**src/rtl/seg7_pkg.sv**
```systemverilog
// rtl/seg7_pkg.sv - shared constants and hex-to-segment decode for the seven-segment scan driver
package seg7_pkg;

    localparam logic [7:0] SEG_OFF = 8'hFF;
    localparam logic [7:0] CSN_OFF = 8'hFF;

    // Active-low a..g patterns for hex digits 0..F (bit0 = a, bit6 = g).
    localparam logic [6:0] SEG_LUT [16] = '{
        7'h40, 7'h79, 7'h24, 7'h30, 7'h19, 7'h12, 7'h02, 7'h78,
        7'h00, 7'h10, 7'h08, 7'h03, 7'h46, 7'h21, 7'h06, 7'h0E
    };

    function automatic logic [6:0] hex2seg(input logic [3:0] nib);
        return SEG_LUT[nib];
    endfunction

endpackage

```
**src/rtl/seg7_scan_timer.sv**
```systemverilog
// rtl/seg7_scan_timer.sv - digit-slot prescaler and digit index for the scan driver
module seg7_scan_timer
    import seg7_pkg::*;
#(
    parameter int SCAN_DIV     = 100000,
    parameter int GHOST_CYCLES = 16
) (
    input  logic       clk,
    input  logic       resetn,
    output logic [2:0] digit_idx,
    output logic       slot_end,
    output logic       in_ghost,
    output logic       frame_wrap
);

    localparam int PW = (SCAN_DIV > 1) ? $clog2(SCAN_DIV) : 1;

    logic [PW-1:0] presc;
    logic          first_slot;

    assign slot_end   = (presc == PW'(SCAN_DIV - 1));
    assign in_ghost   = (presc < PW'(GHOST_CYCLES));
    // The first slot end after reset also reloads, so valid data shows without waiting a full frame.
    assign frame_wrap = slot_end && ((digit_idx == 3'd7) || first_slot);

    // Prescaler wraps at the slot end, which advances the digit index mod 8.
    always_ff @(posedge clk or negedge resetn) begin
        if (!resetn) begin
            presc      <= '0;
            digit_idx  <= 3'd0;
            first_slot <= 1'b1;
        end else if (slot_end) begin
            presc      <= '0;
            digit_idx  <= digit_idx + 3'd1;
            first_slot <= 1'b0;
        end else begin
            presc <= presc + PW'(1);
        end
    end

endmodule

```
**src/rtl/seg7_scan_driver.sv**
```systemverilog
// rtl/seg7_scan_driver.sv - eight-digit multiplexed seven-segment driver; SEG7_LZ_BLANK_EN adds leading-zero blanking
module seg7_scan_driver
    import seg7_pkg::*;
#(
    parameter int SCAN_DIV     = 100000,
    parameter int GHOST_CYCLES = 16
) (
    input  logic        clk,
    input  logic        resetn,
    input  logic [31:0] data,
    input  logic [7:0]  dp,
    input  logic [7:0]  digit_en,
    output logic [7:0]  num_csn,
    output logic [7:0]  num_an,
    output logic        frame_tick
);

    logic [2:0]  digit_idx;
    logic        slot_end;
    logic        in_ghost;
    logic        frame_wrap;

    logic [31:0] snap_data;
    logic [7:0]  snap_dp;
    logic [7:0]  snap_en;
    logic [7:0]  blank;
    logic [3:0]  nib;
    logic        lit;

    seg7_scan_timer #(
        .SCAN_DIV     (SCAN_DIV),
        .GHOST_CYCLES (GHOST_CYCLES)
    ) u_timer (
        .clk        (clk),
        .resetn     (resetn),
        .digit_idx  (digit_idx),
        .slot_end   (slot_end),
        .in_ghost   (in_ghost),
        .frame_wrap (frame_wrap)
    );

    // Frame-coherent snapshot: inputs only change what is shown at a frame reload.
    always_ff @(posedge clk or negedge resetn) begin
        if (!resetn) begin
            snap_data <= '0;
            snap_dp   <= '0;
            snap_en   <= '0;
        end else if (frame_wrap) begin
            snap_data <= data;
            snap_dp   <= dp;
            snap_en   <= digit_en;
        end
    end

`ifdef SEG7_LZ_BLANK_EN
    logic [2:0] msd;

    // Digits above the highest nonzero nibble go dark unless their decimal point is lit.
    always_comb begin
        msd   = 3'd0;
        blank = '0;
        for (int i = 1; i < 8; i++) begin
            if (snap_data[i*4 +: 4] != 4'h0) msd = 3'(i);
        end
        for (int i = 0; i < 8; i++) begin
            blank[i] = (3'(i) > msd) && !snap_dp[i];
        end
    end
`else
    assign blank = '0;
`endif

    assign nib = snap_data[digit_idx*4 +: 4];
    assign lit = !in_ghost && snap_en[digit_idx] && !blank[digit_idx];

    // Registered pins; the ghost interval and disabled digits drive everything off.
    always_ff @(posedge clk or negedge resetn) begin
        if (!resetn) begin
            num_csn    <= CSN_OFF;
            num_an     <= SEG_OFF;
            frame_tick <= 1'b0;
        end else begin
            frame_tick <= frame_wrap;
            if (lit) begin
                num_csn <= ~(8'd1 << digit_idx);
                num_an  <= {~snap_dp[digit_idx], hex2seg(nib)};
            end else begin
                num_csn <= CSN_OFF;
                num_an  <= SEG_OFF;
            end
        end
    end

endmodule

```
**config.mk**
```make
export PLATFORM = sky130hd
export DESIGN_NAME = seg7_scan_driver
export DESIGN_NICKNAME = d
export VERILOG_FILES = /design/src/rtl/seg7_pkg.sv /design/src/rtl/seg7_scan_timer.sv /design/src/rtl/seg7_scan_driver.sv
export SDC_FILE = /design/constraint.sdc
export NUM_CORES = 1
export LEC_CHECK = 0
export ABC_AREA = 1
export ABC_CLOCK_PERIOD_IN_PS = 1800
export BUFFER_PORTS_ARGS = -buffer_cell sky130_fd_sc_hd__clkbuf_2
export CAP_MARGIN = 20
export CORE_MARGIN = 8
export CORE_UTILIZATION = 30
export CTS_BUF_LIST = sky130_fd_sc_hd__clkbuf_4
export CTS_CLUSTER_DIAMETER = 50
export DETAILED_ROUTE_END_ITERATION = 6
export PLACE_DENSITY_LB_ADDON = 0.3
export RECOVER_POWER = 25
export SLEW_MARGIN = 20
export SYNTH_ARGS = -nofsm -noshare
export SYNTH_HDL_FRONTEND = slang
export SYNTH_SLANG_ARGS = --single-unit
```
**constraint.sdc**
```tcl
create_clock -name clk -period 1.8 [get_ports clk]
set_input_delay 0.18 -clock clk [delete_from_list [all_inputs] [get_ports clk]]
set_output_delay 0.18 -clock clk [all_outputs]
set_load 0.01 [all_outputs]
```
## Yosys cells after proc, flatten, opt, wreduce, memory -nomap -nowiden

Memory sizes are Yosys's and may differ from the RTL's.
Index checks and enable logic that the tools add are counted.

- Output and inout bits: 17
- Flip-flop bits (word level): 86
- Bits in read-only memories: 120
- Logic and storage cells: 39
- Memories: 2

Memory list:

| name | depth | width | read ports | clocked after Yosys merged registers in | write ports | RTL line | text |
|---|---|---|---|---|---|---|---|
| (name not given) | 16 | 7 | 1 | 0 | 0 | seg7_pkg.sv:14 | `return SEG_LUT[nib];` |
| (name not given) | 8 | 1 | 1 | 0 | 0 | seg7_scan_driver.sv:74 | `assign lit = !in_ghost && snap_en[digit_idx] && !blank[digit_idx];` |

- Shifts and indexed selects: 2
- Add/sub/neg operators: 2
- Eq/ne operators: 2
- $lt $le $gt $ge: 3
- Muxes and demuxes: 10
- Bitwise operators: 3
- Reduce and logical (&&, ||, !) cells: 6

Operator list:

| operator | number |
|---|---|
| variable part select 32 x 6 -> 4 bit | 1 |
| adder 17 x 1 -> 17 bit, second input constant | 1 |
| equality test 17 bit, second input constant | 1 |
| < comparator 17 x 5 -> 1 bit, second input constant | 1 |
| two-way mux 17 bit | 1 |
| two-way mux 8 bit | 2 |
| two-way mux 7 bit | 2 |
| inverter 8 bit | 1 |
| left shift 1 x 3 -> 8 bit, first input constant | 1 |
| binary-select mux 1 bit (select 3 bit) | 2 |
| greater-or-equal comparator 5 bit, second input constant | 1 |
| inverter 4 -> 5 bit | 1 |
| < comparator 3 x 4 -> 1 bit, second input constant | 1 |
| adder 3 x 1 -> 3 bit, second input constant | 1 |
| equality test 3 bit, second input constant | 1 |
| logical AND 1 bit | 3 |
| two-way mux 1 bit | 3 |
| logical NOT 1 bit | 2 |
| logical OR 1 bit | 1 |
| inverter 1 bit | 1 |

## Logic depth before layout (Yosys ltp)

- Word-level depth: 6
- Gate-level depth with buffers: 12
- Depth with buffers taken out: 11

## Modules after synthesis

A second synthesis with hierarchy kept.

- Cells, all modules: 525
- Area total of the unflattened synthesis: 4403.0 um^2

Modules (own cells, without submodules):

| module | instances | seq. area each (um^2) | cells each | area an instance (um^2) |
|---|---|---|---|---|
| seg7_scan_driver | 1 | 1646.6 | 341 | 3056.7 |
| seg7_scan_timer | 1 | 526.8 | 184 | 1346.3 |

## Least setup slack after synthesis

Ideal clock, no wire load.

- Path kind: register -> register
- From: reg u_timer.digit_idx[0]
- To: reg num_an[6]
- Buffers on the path: 1
- Slack: 23 ps
- Stages on the path, launching flop included: 13
- Period minus slack after synthesis: 1777 ps
- Data required time: 1715 ps
- Arrival time: 1692 ps
- Path through: dfrtp_1 > inv_1 > clkbuf_1 > nand2_1 > nand3_1 > nand3_1 > nand2_1 > inv_1 > ha_1 > nand3_1 > nand2_1 > nand2_1 > nand3_1

- Cells in the longest elaborated chain, start to end: 6
- Elaborated cells on any way between the ends: 13
- Classes of those cells: shift (1); mux (6); bitwise (1); reduce/logical (3); memory (2)

Ends and longest elaborated chain:

| element | RTL line | text |
|---|---|---|
| start: declaration | seg7_scan_timer.sv:10 | `output logic [2:0] digit_idx,` |
| start signal: assignment | seg7_scan_timer.sv:34 | `digit_idx <= digit_idx + 3'd1;` |
| variable part select 32 x 6 -> 4 bit | seg7_scan_driver.sv:73 | `assign nib = snap_data[digit_idx*4 +: 4];` |
| inverter 4 -> 5 bit (not written as such) | seg7_pkg.sv:14 |  |
| memory read (16 x 7 bit) | n/a |  |
| two-way mux 7 bit (not written as such) (2 in a row) | seg7_pkg.sv:14 |  |
| two-way mux 8 bit * | seg7_scan_driver.sv:84 | `if (lit) begin` |
| end signal: assignment | seg7_scan_driver.sv:86 | `num_an <= {~snap_dp[digit_idx], hex2seg(nib)};` |
| end: declaration | seg7_scan_driver.sv:14 | `output logic [7:0] num_an,` |

Mark *: on every way between the ends. The rest lies on a longest branch, timed or not. The select of a mux whose other input is x is not followed.
A chain may end at the register's enable or synchronous reset.

## Final worst setup path

- From: reg u_timer.digit_idx[0]
- To: reg num_an[1]

The elaborated chain is that of the path after synthesis.

==> run_results.csv <==
group,metric,value,unit
sta,slew_headroom,50.9,%
logic_synthesis,ys_types,30,
clocking,clock-sinks,86,
place,hpwl,8.17,mm
logic_synthesis,netlist_area,4350,um^2
global_route,grt_start_max_net_pins,39,
worst_setup_path,r2r-end,"num_an[1]$_DFF_PN1_",
logic_synthesis,synth_edf_count,0,
global_route,track_usage,12.7,%
logic_synthesis,ys.flop_type,"dfrtp_1",
floorplanning,core_area,14400,um^2
floorplanning,die_w,136,um
route,routed_wl,11.4,mm
layout,final_cells,874,
pwr,p_leak,2.91,nW
clocking,clock_path_buffers,2,
global_route,grt-ovfl-total,0,
logic_synthesis,avgSynthCellArea,8.08,um^2
place,gp_congestion,0.863,
floorplanning,die_y,136,um
place,place_inst,797,
route,drtAntennaViolNets,0,
logic_synthesis,synthArstFlopShare,100,%
layout,drive_above_1_share,29.5,%
layout,nets,748,
route,route.vias.total,3937,
route,avgRoutedWirePerCell,13.1,um
clocking,cts.root.buffer_cell,"clkbuf_4",
global_route,grt_first_pass_wirelength,18.8,mm
outcome,run_status,"finished clean",
sta,hold_viol,0,
worst_setup_path,r2r_setup_slack,0.04,ns
layout,syn_to_final_growth,37.9,%
layout,utilization,41.7,%
worst_setup_path,rr_startpoint,"u_timer.digit_idx[0]$_DFFE_PN0N_",
clocking,cts_htree_levels,3,
worst_setup_path,end_kind,"flip-flop",
logic_synthesis,synth_commonest_cells,"nand2_1 (111), nor2_1 (111), dfrtp_1 (69)",
logic_synthesis,yosysSeqAreaShare,50.0,%
clocking,clk_pin_slew_worst_paths,0.12,ns
pwr,peakVddDrop,223,uV
global_route,grt_pass1_vias,4016,
floorplanning,start_util,30.3,%
pwr,p_clk_share,27.6,%
pwr,seqPwrFrac,60.4,%
floorplanning,num_rows,44,
clocking,cts_tree,"done",
layout,fillerInstances,1393,
worst_setup_path,crit_type,"flip-flop to flip-flop",
route,dr.pass1.iters,4,
layout,seqCellArea,2180,um^2
clocking,clock_latency,0.45,ns
worst_setup_path,cp.required,2.18,ns
logic_synthesis,synth.top_cells.by_area,"dfrtp_1 (40%), dfstp_2 (10%), nand2_1 (9.6%)",
logic_synthesis,yosysTopAreaCellShare,39.7,%
worst_setup_path,critPathArrivalTime,2.14,ns
sta,fin_crit,1.76,ns
route,drt_iter0_markers,228,
pwr,switching_share,26.3,%
sta,finClkSkew,0.0175,ns
worst_setup_path,critPathLaunchType,"flip-flop",
pwr,p_int,0.00249,W
worst_setup_path,worstPathMaxFanout,6,
logic_synthesis,yosys_warnings,0,
pwr,finalPower,0.00338,W
pwr,power_density,564,nW/um^2
floorplanning,dieArea,18600,um^2
global_route,antenna_found_initial,1,
place,place_ws,-0.0507,ns
logic_synthesis,synth_top_area_cell,"dfrtp_1",
sta,maxSlewViolCount,0,
job,maxCapViolCount,0,
route,drc_errors,0,
floorplanning,ios,67,
pwr,netSwitchingPower,0.000887,W
clocking,numCtsBuffers,9,
min_path,min_path_type,"primary input to async pin",
sta,hold_ws,0.322,ns
pwr,power_frac_comb,12.0,%
sta,min_period_over_period,98.0,%
place,io_buffers,66,
sta,grt_setup_unrepaired,"true",
layout,multi_input_area,2020,um^2
logic_synthesis,ys_ff_latch,86,
sta,setup_viol,0,
sta,tightest_slew,0.737,ns
logic_synthesis,syn_nets,601,
logic_synthesis,netlist_instances,538,
route,vias_per_cell,4.50,
sta,fmax,567,MHz
worst_setup_path,reg2reg_depth,9,
sta,timing.final.ws_setup,0.0367,ns
-- critical path: stages (launching register included) --
cell and delay [ns]:
dfrtp_2 0.51, buf_12 0.16, o211ai_1 0.25, nand3_1 0.13, nand2_2 0.16, ha_4 0.23
nand3_4 0.08, nor2_2 0.04, nor2_1 0.08, nand2_1 0.05
-- metrics by stage --
| stage | TNS (ns) | cell area (um^2) |
|---|---|---|
| finish | 0 | 5990 |
| global route | -0.434 | 5990 |
| CTS | 0 | 5670 |
| detailed placement | -0.180 | 5060 |
| global placement | 0 | 5060 |
| floorplan | 0 | 4350 |
-- area by class of cell --
type | count | area share (%)
sequential | 86 | 36.3
multi-input combinational | 376 | 33.6
timing repair buffer | 158 | 20.9
tap | 184 | 3.84
inverter | 54 | 3.42
clock buffer | 9 | 1.13
clock inverter | 6 | 0.668
antenna | 1 | 0.0418
-- routing by layer --
| metal | up-vias | GRT usage (%) | wire (um) |
|---|---|---|---|
| met5 | - | 0 | 0 |
| met4 | 0 | 4.88 | 151 |
| met3 | 12 | 3.07 | 368 |
| met2 | 78 | 20.7 | 5470 |
| met1 | 1849 | 16.0 | 5450 |
| li1 | 1998 | - | - |
-- flip-flops by register name, summed over array words and instances (netlist names), 3 cells and up --
name / flops
snap_data: 32
u_timer.presc: 17
num_an: 8
num_csn: 8
snap_dp: 8
snap_en: 8
u_timer.digit_idx: 3
-- power by group through the flow --
stage | Sequential [W] | Clock [W] | Combinational, W
after floorplan | 0.00208 | 0 | 0.000131
after global placement | 0.00208 | 0 | 0.000287
after detailed placement | 0.00208 | 0 | 0.000296
after CTS | 0.00204 | 0.000980 | 0.000380
after global routing | 0.00205 | 0.00107 | 0.000458
final | 0.00204 | 0.000932 | 0.000406
-- worst max-delay path by stage --
stage,startpoint,cells after the start,end
after floorplan,u_timer.digit_idx[0]$_DFFE_PN0N_,12,num_an[6]$_DFF_PN1_
after global placement,u_timer.digit_idx[0]$_DFFE_PN0N_,9,num_an[1]$_DFF_PN1_
after detailed placement,u_timer.digit_idx[0]$_DFFE_PN0N_,9,num_an[1]$_DFF_PN1_
after CTS,u_timer.presc[0]$_DFF_PN0_,8,snap_en[4]$_DFFE_PN0P_
after global routing,u_timer.digit_idx[0]$_DFFE_PN0N_,9,num_an[4]$_DFF_PN1_
final,u_timer.digit_idx[0]$_DFFE_PN0N_,9,num_an[1]$_DFF_PN1_
-- cell families (layout without fill, tap and decap cells) --
logic type	count (synthesis)	after routing	synth area share, %
DFF	86	86	50.0
xor gates and xnor gates	7	7	1.41
AOI/OAI and AO/OA	68	68	9.99
other	0	1	0
buffers and inverters	76	227	7.34
adders and majority gates	13	13	3.74
and+or+nand+nor	288	288	27.5
-- timing repair --
| action | 4_1_cts | 5_1_grt |
|---|---|---|
| hold endpoints to repair | 113 | 0 |
| hold buffers | 49 | 0 |
| setup buffers | 0 | 10 |
| pin swaps | 1 | 18 |
| gates cloned | 0 | 2 |
| resized for setup | 5 | 53 |
| endpoints found under the setup margin | 6 | 59 |
-- cell usage in the layout (no fill, tap or decap), types with 3 or more instances in the layout --
cell type	netlist	final
nand2_1	111	104
nor2_1	111	101
dfrtp_1	69	67
clkbuf_2	0	66
inv_1	53	49
dlygate4sd3_1	0	49
nand3_1	48	42
a21oi_1	36	36
buf_4	0	30
a21oi_2	20	20
dfstp_2	17	17
nor2_2	1	10
clkbuf_4	0	10
nand2_2	1	7
xor2_1	7	7
nand3_2	1	6
o21ai_0	6	6
ha_1	13	6
buf_6	3	5
nor3_1	5	4
nand4_1	4	4
ha_4	0	4
buf_12	0	4
inv_2	0	3
ha_2	0	3
clkinv_2	0	3
Note: power is estimated with default switching activity, not from simulation.
